===== config.mk =====
export PLATFORM = sky130hd
export DESIGN_NAME = gf180mcu_fd_sc_mcu9t5v0__latsnq_wrctl
export DESIGN_NICKNAME = d
export VERILOG_FILES = /design/src/rtl/gf180mcu_fd_sc_mcu9t5v0__latsnq_wrctl_pkg.sv /design/src/rtl/gf180mcu_fd_sc_mcu9t5v0__latsnq_wrctl_cnt.sv /design/src/rtl/gf180mcu_fd_sc_mcu9t5v0__latsnq_wrctl.sv
export SDC_FILE = /design/constraint.sdc
export NUM_CORES = 1
export LEC_CHECK = 0
export ABC_AREA = 1
export BUFFER_PORTS_ARGS = -buffer_cell sky130_fd_sc_hd__buf_4
export CAP_MARGIN = 10
export CORE_MARGIN = 4
export CORE_UTILIZATION = 40
export DETAILED_ROUTE_END_ITERATION = 6
export PLACE_DENSITY_LB_ADDON = 0.05
export REMOVE_ABC_BUFFERS = 1
export SYNTH_ARGS = -nofsm -noshare
export SYNTH_HDL_FRONTEND = slang
export SYNTH_HIERARCHICAL = 1
export SYNTH_SLANG_ARGS = --single-unit

===== constraint.sdc =====
create_clock -name CLK -period 1.9 [get_ports CLK]
set_clock_uncertainty 0.15 [all_clocks]
set_input_delay 0.095 -clock CLK [delete_from_list [all_inputs] [get_ports CLK]]
set_output_delay 0.095 -clock CLK [all_outputs]
set_load 0.01 [all_outputs]

===== src/rtl/gf180mcu_fd_sc_mcu9t5v0__latsnq_wrctl_pkg.sv =====
// Shared types and constants for the active-low-set latch write/set sequencer.
package gf180mcu_fd_sc_mcu9t5v0__latsnq_wrctl_pkg;

  localparam int CNT_W = 4;

  localparam logic OP_WRITE = 1'b0;
  localparam logic OP_SET   = 1'b1;

  typedef enum logic [2:0] {
    ST_IDLE   = 3'd0,
    ST_SETUP  = 3'd1,
    ST_PULSE  = 3'd2,
    ST_HOLD   = 3'd3,
    ST_SETLOW = 3'd4,
    ST_RECOV  = 3'd5
  } state_e;

  // Phase lengths must fit the 4-bit down-counter without wrapping.
  function automatic logic cyc_ok(input int c);
    return (c >= 1) && (c <= 15);
  endfunction

endpackage


===== src/rtl/gf180mcu_fd_sc_mcu9t5v0__latsnq_wrctl_cnt.sv =====
// 4-bit loadable down-counter with a zero flag; holds at zero instead of wrapping.
module gf180mcu_fd_sc_mcu9t5v0__latsnq_wrctl_cnt
  import gf180mcu_fd_sc_mcu9t5v0__latsnq_wrctl_pkg::*;
(
  input  logic             CLK,
  input  logic             RN,
  input  logic             load_i,
  input  logic [CNT_W-1:0] load_val_i,
  input  logic             dec_i,
  output logic             zero_o
);

  logic [CNT_W-1:0] cnt_q, cnt_d;

  always_comb begin
    cnt_d = cnt_q;
    if (load_i) begin
      cnt_d = load_val_i;
    end else if (dec_i && (cnt_q != '0)) begin
      cnt_d = cnt_q - CNT_W'(1);
    end
  end

  always_ff @(posedge CLK or negedge RN) begin
    if (!RN) begin
      cnt_q <= '0;
    end else begin
      cnt_q <= cnt_d;
    end
  end

  assign zero_o = (cnt_q == '0);

endmodule


===== src/rtl/gf180mcu_fd_sc_mcu9t5v0__latsnq_wrctl.sv =====
// Replays write/set requests as timed D/E/SETN pin sequences for a bank of active-low-set latches.
module gf180mcu_fd_sc_mcu9t5v0__latsnq_wrctl
  import gf180mcu_fd_sc_mcu9t5v0__latsnq_wrctl_pkg::*;
#(
  parameter int WIDTH     = 8,
  parameter int SETUP_CYC = 2,
  parameter int PULSE_CYC = 2,
  parameter int HOLD_CYC  = 1,
  parameter int SETW_CYC  = 2,
  parameter int RECOV_CYC = 1
) (
  input  logic             CLK,
  input  logic             RN,
  input  logic             REQ_VALID,
  input  logic             REQ_SET,
  input  logic [WIDTH-1:0] REQ_DATA,
  output logic             REQ_READY,
  output logic [WIDTH-1:0] LAT_D,
  output logic             LAT_E,
  output logic             LAT_SETN,
  output logic             BUSY,
  output logic             DONE,
  output state_e           DBG_STATE
);

  if (!cyc_ok(SETUP_CYC) || !cyc_ok(PULSE_CYC) || !cyc_ok(HOLD_CYC) ||
      !cyc_ok(SETW_CYC) || !cyc_ok(RECOV_CYC)) begin : g_param_err
    $fatal(1, "latsnq_wrctl: every *_CYC parameter must be in 1..15");
  end

  localparam logic [CNT_W-1:0] SETUP_LD = CNT_W'(SETUP_CYC - 1);
  localparam logic [CNT_W-1:0] PULSE_LD = CNT_W'(PULSE_CYC - 1);
  localparam logic [CNT_W-1:0] HOLD_LD  = CNT_W'(HOLD_CYC - 1);
  localparam logic [CNT_W-1:0] SETW_LD  = CNT_W'(SETW_CYC - 1);
  localparam logic [CNT_W-1:0] RECOV_LD = CNT_W'(RECOV_CYC - 1);

  state_e           state_q, state_d;
  logic [WIDTH-1:0] lat_d_q, lat_d_d;
  logic             lat_e_q, lat_e_d;
  logic             lat_setn_q, lat_setn_d;
  logic             busy_q;
  logic             done_q, done_d;
  logic             cnt_load, cnt_dec, cnt_zero;
  logic [CNT_W-1:0] cnt_val;

  gf180mcu_fd_sc_mcu9t5v0__latsnq_wrctl_cnt u_cnt (
    .CLK        (CLK),
    .RN         (RN),
    .load_i     (cnt_load),
    .load_val_i (cnt_val),
    .dec_i      (cnt_dec),
    .zero_o     (cnt_zero)
  );

  // Handshake: a request is accepted on a rising edge where REQ_VALID and
  // REQ_READY are both high; REQ_READY is high only in IDLE and nothing is queued.
  always_comb begin
    state_d    = state_q;
    lat_d_d    = lat_d_q;
    lat_e_d    = lat_e_q;
    lat_setn_d = lat_setn_q;
    done_d     = 1'b0;
    cnt_load   = 1'b0;
    cnt_val    = '0;
    cnt_dec    = 1'b0;
    unique case (state_q)
      ST_IDLE: begin
        if (REQ_VALID) begin
          cnt_load = 1'b1;
          case (REQ_SET)
            OP_WRITE: begin
              lat_d_d = REQ_DATA;
              cnt_val = SETUP_LD;
              state_d = ST_SETUP;
            end
            OP_SET: begin
              lat_setn_d = 1'b0;
              cnt_val    = SETW_LD;
              state_d    = ST_SETLOW;
            end
            default: ;
          endcase
        end
      end
      ST_SETUP: begin
        if (cnt_zero) begin
          lat_e_d  = 1'b1;
          cnt_load = 1'b1;
          cnt_val  = PULSE_LD;
          state_d  = ST_PULSE;
        end else begin
          cnt_dec = 1'b1;
        end
      end
      ST_PULSE: begin
        if (cnt_zero) begin
          lat_e_d  = 1'b0;
          cnt_load = 1'b1;
          cnt_val  = HOLD_LD;
          state_d  = ST_HOLD;
        end else begin
          cnt_dec = 1'b1;
        end
      end
      ST_HOLD: begin
        if (cnt_zero) begin
          done_d  = 1'b1;
          state_d = ST_IDLE;
        end else begin
          cnt_dec = 1'b1;
        end
      end
      ST_SETLOW: begin
        if (cnt_zero) begin
          lat_setn_d = 1'b1;
          cnt_load   = 1'b1;
          cnt_val    = RECOV_LD;
          state_d    = ST_RECOV;
        end else begin
          cnt_dec = 1'b1;
        end
      end
      ST_RECOV: begin
        if (cnt_zero) begin
          done_d  = 1'b1;
          state_d = ST_IDLE;
        end else begin
          cnt_dec = 1'b1;
        end
      end
      default: state_d = ST_IDLE;
    endcase
  end

  always_ff @(posedge CLK or negedge RN) begin
    if (!RN) begin
      state_q    <= ST_IDLE;
      lat_d_q    <= '0;
      lat_e_q    <= 1'b0;
      lat_setn_q <= 1'b1;
      busy_q     <= 1'b0;
      done_q     <= 1'b0;
    end else begin
      state_q    <= state_d;
      lat_d_q    <= lat_d_d;
      lat_e_q    <= lat_e_d;
      lat_setn_q <= lat_setn_d;
      busy_q     <= (state_d != ST_IDLE);
      done_q     <= done_d;
    end
  end

  assign REQ_READY = (state_q == ST_IDLE);
  assign LAT_D     = lat_d_q;
  assign LAT_E     = lat_e_q;
  assign LAT_SETN  = lat_setn_q;
  assign BUSY      = busy_q;
  assign DONE      = done_q;
  assign DBG_STATE = state_q;

endmodule

==> metrics.txt, run 1 <==
initial antenna violation count=0; Synth top area share=between 40% and 50%; number of synthesized register bits=19; clk sinks=19; synthesis-to-layout area growth=35.1%; largest net degree at the start of global routing=20; Synth Cell Area=roughly 0.0010 mm2; Finish-stage setup viols=0; DR vias/cell=4.65; sw power=0.00101 W; TritonCTS clock tree=built; DR DRC count=0; Filler cells=approximately 230; FF-to-FF End=u_cnt/cnt_q[2]; Num CTS Buffers=3; YS warnings=6; Tmin final=1.71 ns; Final ANT Viol Nets=0; clock slew at reported path FFs=between 0.1 and 0.15 ns; top fanout value on the critical path=8; DRT Wirelength=2160 um; Via Count=around 940; hold_sp=REQ_VALID; grt ovf=0; Critical R2R Launch=DBG_STATE[1]; Final Cell Area=~0.0014 mm2; chip height=roughly 60 um; Final Hold Vio Count=0; startpoint class of the critical path=register; Mean Syn Cell Area=approximately 8 um2; Post-Syn Instances=130; diode count=0; total track usage=between 10% and 20%; clock power share=just over 9%; Yosys cell types=22; Hold Path Class=in2reg; sequential fraction of the synthesis area=between 40% and 50%; Initial Util=between 40% and 50%; first-pass GRT wire length=roughly 3700 um; Critical Path RT=1.94 ns; Die ar.=0.00349 mm2; # nets final=186; root buffer cell=clkbuf_4; number of global-route vias before repair=a little over 900; Hold Path Stages=4; reported leakage power=around 0.77 nW; reg2reg path depth=10; Core ar.=approximately 0.0025 mm2; final core occ=56.8%; ratio of cells with drive above 1 in the final layout=32.0%; H-tree depth=1; crit path capture type=register; largest area contributor in the netlist=dfrtp_1; Slew Viols, Final=0; fmax=between 500 and 600 MHz; Placement Cell Area=~0.0013 mm2; Critical Path AT=around 1.8 ns; I/O pin cnt=28; status=finished clean; crit path kind=reg2reg; fin crit share=about nine tenths; Sequential Power Share=33.9%; routed len/inst=10.7 um; top post-synthesis cells by area=dfrtp_1 43%, nand2_1 16%, o21ai_2 6.7%; maximum VDD drop=0.810 mV; Clock Path Buffers=2; switch share=between 40% and 50%; Int Pwr=0.00123 W; # port buffers=27; GPL Wtd Cong=0.848; clk_lat worst skew=about 0.3 ns; pwr dens=1590 mW/mm2; FP Rows=18; 1st-iter DRT viols=35; die width=roughly 59 um; DP HPWL=about 1600 um; First-pass DRT Iterations=4; WHS Endpoint=LAT_SETN; max cap viols=0; register-to-register setup slack=between 0.15 and 0.2 ns; Gate power share=between 50% and 60%
-- through the flow --
stage | worst slack [ns] | hold slack (ns) | std cells | power (W) | TNS, ns
finish | 0.188 | 0.0127 | 202 | 0.00224 | 0
detailed placement | 0.0688 | -0.165 | 188 | 0.00201 | 0
global placement | 0.102 | -0.163 | 188 | 0.00199 | 0
CTS | 0.0569 | 0.00466 | 202 | 0.00224 | 0
floorplan | 0.229 | -0.351 | 130 | 0.00158 | 0
global route | -0.000130 | 0.0275 | 202 | 0.00247 | -0.000130
-- flip-flops by register name (all words and copies together), names as in the netlist --
name	count
LAT_SETN	1
LAT_E	1
BUSY	1
DBG_STATE	3
LAT_D	8
u_cnt/cnt_q	4
DONE	1
-- logic make-up (layout without fill, tap and decap cells) --
| logic type | Yosys count | count (layout) | share of synthesized area (%) |
|---|---|---|---|
| buffers and inverters | 22 | 62 | 9.36 |
| AO/OA/AOI/OAI | 13 | 13 | 9.36 |
| flip-flops | 19 | 19 | 45.7 |
| adder cells (fa/ha/maj) | 1 | 1 | 1.20 |
| AND/OR/NAND/NOR | 74 | 74 | 34.0 |
| other | 1 | 3 | 0.360 |
-- layer usage --
metal / wire (um) / global-route usage (%) / vias to the layer above
li1: - / - / 483
met1: 907 / 16.9 / 420
met2: 1050 / 23.2 / 32
met3: 174 / 3.49 / 4
met4: 27 / 7.12 / 0
met5: 0 / 0 / -
-- cells in the mapped netlist --
cell type and count:
nand3b_1 2, inv_1 18, ha_1 1, dfrtp_1 18, and2_1 1, nand3_1 8, o211ai_1 1, nand4_1 3
inv_2 1, o21ai_2 8, nand2_2 4, clkinv_1 1, conb_1 1, nand2_4 1, nor3_4 1, nand2_1 44
nor2_2 1, dfstp_2 1, nor2_1 8, o21ai_0 4, nand3b_4 1, buf_6 2
-- worst max-delay path by stage --
| stage | slack, ns | startpoint | endpoint | depth (start not counted) |
|---|---|---|---|---|
| after floorplan | 0.23 | DBG_STATE[2] | u_cnt/cnt_q[3] | 10 |
| after global placement | 0.10 | u_cnt/cnt_q[0] | u_cnt/cnt_q[3] | 11 |
| after detailed placement | 0.07 | u_cnt/cnt_q[0] | u_cnt/cnt_q[3] | 11 |
| after CTS | 0.06 | u_cnt/cnt_q[0] | u_cnt/cnt_q[2] | 11 |
| after global routing | -0.0001 | DBG_STATE[1] | u_cnt/cnt_q[2] | 10 |
| final | 0.19 | DBG_STATE[1] | u_cnt/cnt_q[2] | 10 |
-- power by group through the flow --
| stage | logic [W] | clock network (W) | registers [W] |
|---|---|---|---|
| finish | 0.00128 | 0.000205 | 0.000759 |
| detailed placement | 0.00125 | 0 | 0.000763 |
| global route | 0.00145 | 0.000233 | 0.000789 |
| CTS | 0.00127 | 0.000215 | 0.000755 |
| floorplan | 0.000770 | 0 | 0.000808 |
| global placement | 0.00123 | 0 | 0.000755 |
-- critical path, stage by stage (launching register included) --
cell and delay [ns]:
dfrtp_1 0.50, nor2_1 0.21, nand2_1 0.10, o211ai_1 0.11, nand2_1 0.09, nand2_2 0.14
inv_2 0.09, nand2_1 0.08, nand2_1 0.05, nand2_1 0.05, nand2_1 0.04
-- cells in the final DEF, fill, tap and decap left out --
cell | Yosys | layout
nor2_1 | 8 | 8
nand2_1 | 44 | 43
o21ai_2 | 8 | 8
nand4_1 | 3 | 3
and2_1 | 1 | 1
conb_1 | 1 | 3
inv_2 | 1 | 3
dfrtp_2 | 0 | 2
dfrtp_1 | 18 | 16
clkinv_2 | 0 | 1
nand3_1 | 8 | 8
clkbuf_4 | 0 | 3
nor2_2 | 1 | 1
buf_4 | 0 | 28
ha_1 | 1 | 1
nand2_4 | 1 | 1
clkinv_1 | 1 | 1
o211ai_1 | 1 | 1
dfstp_2 | 1 | 1
dlygate4sd3_1 | 0 | 10
nand2_2 | 4 | 5
inv_1 | 18 | 16
o21ai_0 | 4 | 4
nor3_4 | 1 | 1
nand3b_1 | 2 | 2
nand3b_4 | 1 | 1
-- cell type report --
cell class	instances	area (um2)	area share, %
clock buffers	3	22.5	1.60
clock inverters	1	5.00	0.356
inverters	20	75.1	5.33
multi-input cells	91	478	34.0
flip-flops and latches	19	479	34.0
well taps	30	37.5	2.67
repair buffers	38	310	22.0
-- repair_timing --
item,4_1_cts,5_1_grt
endpoints found under the hold margin,28,0
hold buffers,10,0
buffers inserted,0,0
setup endpoints to repair,0,5
gates resized for setup,0,5
Power figures use the tool's default switching activity.
==> run 2, diff against run 1 <==
SLEW_MARGIN = 20   (was unset)
SYNTH_HIERARCHICAL = unset   (was 1)
==> metrics.txt, run 2 <==
status=finished clean (unchanged); Post-Synth Simple-Gate Area=38.2% (was 34.0%); Hold Path Class=in2async (was in2reg); max cap viols=0 (unchanged); Initial Util=41.5% (was 42.1%); number of global-route vias before repair=915 (was 911); Synth Flop Type=dfrtp_1 (unchanged); First-pass DRT Iterations=4 (unchanged); top post-synthesis cells by area=dfrtp_1 44%, nand2_1 13%, nand3_1 7.9% (was dfrtp_1 43%, nand2_1 16%, o21ai_2 6.7%); # port buffers=27 (unchanged); Synth top cells by count=34 x nand2_1, 18 x dfrtp_1, 16 x nand3_1 (was 44 x nand2_1, 18 x dfrtp_1, 18 x inv_1); DRT Wirelength=2190 um (was 2160 um); Post-Syn Instances=120 (was 130); TritonCTS clock tree=built (unchanged); top-count cell post-synth=nand2_1 (unchanged); sw power=0.00106 W (was 0.00101 W); TNS Setup=0 ns (unchanged); Slew headroom=between 70% and 80%; Slew Viols, Final=0 (unchanged); Final ANT Viol Nets=0 (unchanged); reported leakage power=0.758 nW (was 0.769 nW); maximum VDD drop=0.861 mV (was 0.810 mV); final core occ=56.3% (was 56.8%); grt ovf=0 (unchanged); register-to-register setup slack=0.36 ns (was 0.19 ns); # placed instances=176 (was 188); XOR/XNOR share of the synthesized area=1.72% (was 0%); pwr dens=1660 mW/mm2 (was 1590 mW/mm2); ratio of cells with drive above 1 in the final layout=33.1% (was 32.0%); DP HPWL=1510 um (was 1580 um); Critical R2R Launch=DBG_STATE[1] (unchanged); Num CTS Buffers=3 (unchanged); DR DRC count=0 (unchanged); FF/Latch Area=477 um2 (was 479 um2); fin crit share=80.9% (was 90.1%); H-tree depth=1 (unchanged); I/O pin cnt=28 (unchanged); total track usage=14.5% (was 14.1%); total power draw=0.00229 W (was 0.00224 W); diode count=0 (unchanged); crit path capture type=primary output (was register); # nets final=175 (was 186); area of the multi-input gates=487 um2 (was 478 um2); die width=58.5 um (was 59.0 um); root buffer cell=clkbuf_4 (unchanged); Sequential Power Share=32.1% (was 33.9%); Gate power share=58.6% (was 56.9%); Die ar.=0.00342 mm2 (was 0.00349 mm2); number of synthesized register bits=19 (unchanged); Filler cells=216 (was 233); routed len/inst=11.5 um (was 10.7 um); largest area contributor in the netlist=dfrtp_1 (unchanged); FF-to-FF End=DBG_STATE[0] (was u_cnt/cnt_q[2]); sequential fraction of the synthesis area=46.8% (was 45.7%); max reg flops=8 (unchanged); Core ar.=0.00245 mm2 (was 0.00248 mm2); worst slack, placed=0.366 ns (was 0.0688 ns); fraction of registers with async set/reset=100% (unchanged); Finish-stage setup viols=0 (unchanged); 1st-iter DRT viols=10 (was 35); GPL Wtd Cong=0.844 (was 0.848); clk sinks=19 (unchanged); Synth Area in Compound Gates=5.41% (was 9.36%); top fanout value on the critical path=8 (unchanged); DR vias/cell=4.63 (was 4.65); commonest non-fill, non-tap cell in the layout=nand2_1 (unchanged); Mean Syn Cell Area=8.49 um2 (was 8.02 um2); Tightest Pin Transition=between 0.3 and 0.4 ns; Adder-Cell Fraction of Synth Area=2.46% (was 1.20%); synthesis-to-layout area growth=35.7% (was 35.1%); crit path kind=reg2out (was reg2reg); chip height=58.5 um (was 59.0 um); Layout Cells excl Fill=190 (was 202); Post-synth EDFFs=0 (unchanged); switch share=46.5% (was 45.0%); YS warnings=0 (was 6); Critical Path AT=1.29 ns (was 1.75 ns); Synth Cell Area=0.00102 mm2 (was 0.00104 mm2); initial antenna violation count=0 (unchanged); clock power share=9.3% (was 9.2%); Via Count=880 (was 939); fmax=651 MHz (was 584 MHz); Clock Path Buffers=2 (unchanged); final setup margin=0.363 ns (was 0.188 ns); reg2reg path depth=7 (was 10); mux cell area share after synthesis=0% (unchanged); Critical Path RT=1.65 ns (was 1.94 ns); FP Rows=18 (unchanged); Yosys cell types=24 (was 22); first-pass GRT wire length=3860 um (was 3750 um); Int Pwr=0.00123 W (about the same); Synth top area share=44.2% (was 43.2%); RSZ-0062 raised after global routing=false; Final Hold Vio Count=0 (unchanged); clock slew at reported path FFs=0.12 ns (about the same); startpoint class of the critical path=register (unchanged); clk_lat worst skew=0.30 ns (about the same); main combinational cell family by area after synthesis=simple AND/OR/NAND/NOR gates (unchanged); Tmin final=1.54 ns (was 1.71 ns); commonest non-fill, non-tap cells in the layout=34 x nand2_1, 27 x buf_4, 18 x dfrtp_1 (was 43 x nand2_1, 28 x buf_4, 16 x dfrtp_1, 16 x inv_1, 10 x dlygate4sd3_1); largest net degree at the start of global routing=20 (unchanged)
## run 2: changes by cell type after synthesis, moves of 3 or more
cell and change:
inv_1 -10, inv_2 +3, nand2_1 -10, nand2_4 +5, nand3_1 +8, nand4_1 -3, o21ai_2 -8
## run 2: per-layer routing
metal / share of wire (%) / GRT usage (%)
met1: 45 / 17.7
met4: 0.82 / 5.30
met3: 4.3 / 2.63
met5: 0 / 0
met2: 50 / 25.4
## run 2: worst max-delay path by stage
stage	from	slack, ns	cells after the start	end
3_3_place_gp	DBG_STATE[1]	0.39	7	DBG_STATE[0]
2_1_floorplan	DBG_STATE[1]	0.50	7	DBG_STATE[0]
5_1_grt	u_cnt.cnt_q[1]	0.26	9	u_cnt.cnt_q[0]
4_1_cts	DBG_STATE[1]	0.34	7	DBG_STATE[0]
3_5_place_dp	DBG_STATE[1]	0.37	7	DBG_STATE[0]
6_report	DBG_STATE[1]	0.36	4	REQ_READY
## run 2: power by group through the flow
stage / clock, W / combinational [W] / sequential [W]
after floorplan: 0 / 0.000855 / 0.000793
after global placement: 0 / 0.00133 / 0.000741
after detailed placement: 0 / 0.00134 / 0.000742
after CTS: 0.000220 / 0.00136 / 0.000737
after global routing: 0.000242 / 0.00151 / 0.000759
final: 0.000212 / 0.00134 / 0.000735
## run 2: repair_timing
| action | CTS | global route |
|---|---|---|
| gates resized for setup | 0 | 0 |
| hold buffers | 10 | 0 |
| endpoints found under the setup margin | 0 | 0 |
| buffers inserted | 0 | 0 |
| endpoints found under the hold margin | 28 | 0 |
## run 2: logic make-up after synthesis
family,count (synthesis)
xor gates and xnor gates,2
buffers and inverters,14
AOI/OAI and AO/OA,9
DFF,19
and+or+nand+nor,74
adders and majority gates,2
## run 2: area by class of cell
class | instances | share of cell area (%)
Multi-Input combinational cell | 87 | 35.2
Sequential cell | 19 | 34.5
Timing Repair Buffer | 37 | 21.9
Inverter | 13 | 3.71
Tap cell | 30 | 2.71
Clock buffer | 3 | 1.63
Clock inverter | 1 | 0.362
## run 2: critical path, cell delays in order, from the launching register on
cell     delay [ns]
dfrtp_1        0.49
nor2_2         0.20
nand2_4        0.11
inv_4          0.08
buf_4          0.11
## run 2: metrics by stage
stage,hold WS (ns),instance area (um2)
2_1_floorplan,-0.351,1010
3_3_place_gp,-0.163,1250
3_5_place_dp,-0.162,1250
4_1_cts,0.0475,1380
5_1_grt,0.0560,1380
6_report,0.0393,1380
==> run 3, diff against run 2 <==
clock period = 1.4 ns   (was 1.9 ns; I/O delays follow)
==> metrics.txt, run 3 (synthesized netlist as in run 2, its figures left out) <==
status=complete, but fails checks (was finished clean); failing checks=negative setup slack; Int Pwr=0.00208 W (was 0.00123 W); synthesis-to-layout area growth=61.1% (was 35.7%); DRT Wirelength=2480 um (was 2190 um); # nets final=194 (was 175); clk_lat worst skew=0.30 ns (about the same); Slew Viols, Final=0 (unchanged); Final ANT Viol Nets=0 (unchanged); DP HPWL=1670 um (was 1510 um); clock power share=7.5% (was 9.3%); initial antenna violation count=0 (unchanged); Core ar.=0.00245 mm2 (unchanged); grt met2 use=26.2% (was 25.4%); FP Rows=18 (unchanged); M1 GR Usage=18.4% (was 17.7%); # port buffers=27 (unchanged); RSZ-0062 raised after global routing=true (was false); Via Count=963 (was 880); reported leakage power=0.864 nW (was 0.758 nW); I/O pin cnt=28 (unchanged); routed len/inst=11.9 um (was 11.5 um); reg2reg path depth=9 (was 7); Tightest Pin Transition=0.299 ns (was 0.398 ns); crit path kind=reg2reg (was reg2out); DR DRC count=0 (unchanged); Gate power share=65.6% (was 58.6%); DR vias/cell=4.61 (was 4.63); largest net degree at the start of global routing=20 (unchanged); max cap viols=0 (unchanged); Num CTS Buffers=3 (unchanged); clk sinks=19 (unchanged); first-pass GRT wire length=4000 um (was 3860 um); worst slack, placed=-0.0482 ns (was 0.366 ns); crit path capture type=register (was primary output); Filler cells=200 (was 216); Die ar.=0.00342 mm2 (unchanged); fmax=697 MHz; Clock Path Buffers=2 (unchanged); TritonCTS clock tree=built (unchanged); FF/Latch Area=480 um2 (was 477 um2); top fanout value on the critical path=6 (was 8); final setup margin=-0.0351 ns (was 0.363 ns); Initial Util=41.5% (unchanged); Sequential Power Share=26.9% (was 32.1%); area of the multi-input gates=594 um2 (was 487 um2); Slew headroom=80.0% (was 73.5%); sw power=0.00171 W (was 0.00106 W); die width=58.5 um (unchanged); Final Cell Area=0.00164 mm2 (was 0.00138 mm2); GPL Wtd Cong=0.805 (was 0.844); Top Usage Layer GRT=met2 (unchanged); switch share=45.2% (was 46.5%); fin crit share=103%; Tmin final=between 1 and 1.5 ns; 1st-iter DRT viols=13 (was 10); commonest non-fill, non-tap cell in the layout=buf_4 (was nand2_1); number of global-route vias before repair=941 (was 915); Hold Path Class=in2async (unchanged); root buffer cell=clkbuf_4 (unchanged); total track usage=15.3% (was 14.5%); First-pass DRT Iterations=4 (unchanged); grt ovf=0 (unchanged); Critical Path RT=1.50 ns (was 1.65 ns); max reg flops=8 (unchanged); Critical Path AT=1.53 ns (was 1.29 ns); Final Hold Vio Count=0 (unchanged); H-tree depth=1 (unchanged); ratio of cells with drive above 1 in the final layout=50.3% (was 33.1%); diode count=0 (unchanged); chip height=58.5 um (unchanged); maximum VDD drop=1.34 mV (was 0.861 mV); commonest non-fill, non-tap cells in the layout=42 x buf_4, 33 x nand2_1, 15 x dfrtp_1 (was 34 x nand2_1, 27 x buf_4, 18 x dfrtp_1); clock slew at reported path FFs=0.11 ns (was 0.12 ns); startpoint class of the critical path=register (unchanged); pwr dens=2310 mW/mm2 (was 1660 mW/mm2); Finish-stage setup viols=5 (was 0); Placement Cell Area=0.00135 mm2 (was 0.00125 mm2); met3 GRT Util=4.82% (was 2.63%)
==> run 3: cell count changes in the layout (fill, tap and decap cells not counted), moves of 2 or more <==
cell     delta
dfrtp_2     +3
nand3_1    -10
nor2_4      +3
inv_1       -2
nand3_2    +10
buf_4      +15
dfrtp_1     -3
buf_6       +2
nor2_1      -3
==> run 3: final cells by class <==
cell class / instances / area share [%]
multi-input cells: 88 / 36.2
flip-flops and latches: 19 / 29.3
repair buffers: 55 / 27.3
inverters: 13 / 3.28
well taps: 30 / 2.29
clock buffers: 4 / 1.60
==> run 3: final timing paths <==
path	start	slack (ns)	endpoint
worst max-delay path	u_cnt.cnt_q[0]	-0.04	u_cnt.cnt_q[1]
worst min-delay path	RN	0.02	DONE
worst max register to register	u_cnt.cnt_q[0]	-0.04	u_cnt.cnt_q[1]
worst min register to register	LAT_D[1]	0.34	LAT_D[1]
max in group asynchronous	RN	0.81	LAT_SETN
min in group CLK	LAT_D[1]	0.34	LAT_D[1]
==> run 3: worst max-delay path, cell delays in order, from the launching register on <==
cell and delay, ns:
dfrtp_1 0.38, inv_2 0.06, ha_4 0.17, nand2_8 0.08, inv_2 0.06, nand2_4 0.07, nand2_4 0.05, nor2_4 0.19
nand3_1 0.10, nand2_1 0.06
==> run 3: through the flow <==
| step | TNS (ns) | cells | hold slack, ns | total power [W] | utilization (%) |
|---|---|---|---|---|---|
| final | -0.0895 | 209 | 0.0151 | 0.00379 | 66.8 |
| after global routing | -0.641 | 209 | 0.00836 | 0.00411 | 66.8 |
| after CTS | -0.189 | 206 | 0.00888 | 0.00358 | 63.0 |
| after detailed placement | -0.312 | 189 | -0.189 | 0.00308 | 55.1 |
| after global placement | -0.0709 | 189 | -0.187 | 0.00304 | 55.1 |
| after floorplan | -0.000230 | 119 | -0.376 | 0.00224 | - |
==> run 3: timing repair <==
action	4_1_cts	5_1_grt
gates cloned	0	1
hold buffers	11	0
pin swaps	7	8
endpoints found under the hold margin	29	0
buffers inserted	2	2
gates resized for setup	14	16
endpoints found under the setup margin	16	13
==> run 3: power by group through the flow <==
stage               combinational, W  clock [W]  sequential, W
floorplan                    0.00116          0        0.00108
finish                       0.00249   0.000283        0.00102
global placement             0.00206          0       0.000983
global route                 0.00273   0.000320        0.00105
detailed placement           0.00209          0       0.000990
CTS                          0.00228   0.000300        0.00101
==> run 3: layer usage <==
layer	routed length, um	vias to the layer above
li1	-	501
met2	1270	21
met3	113	4
met1	1070	437
met5	0	-
met4	31	0
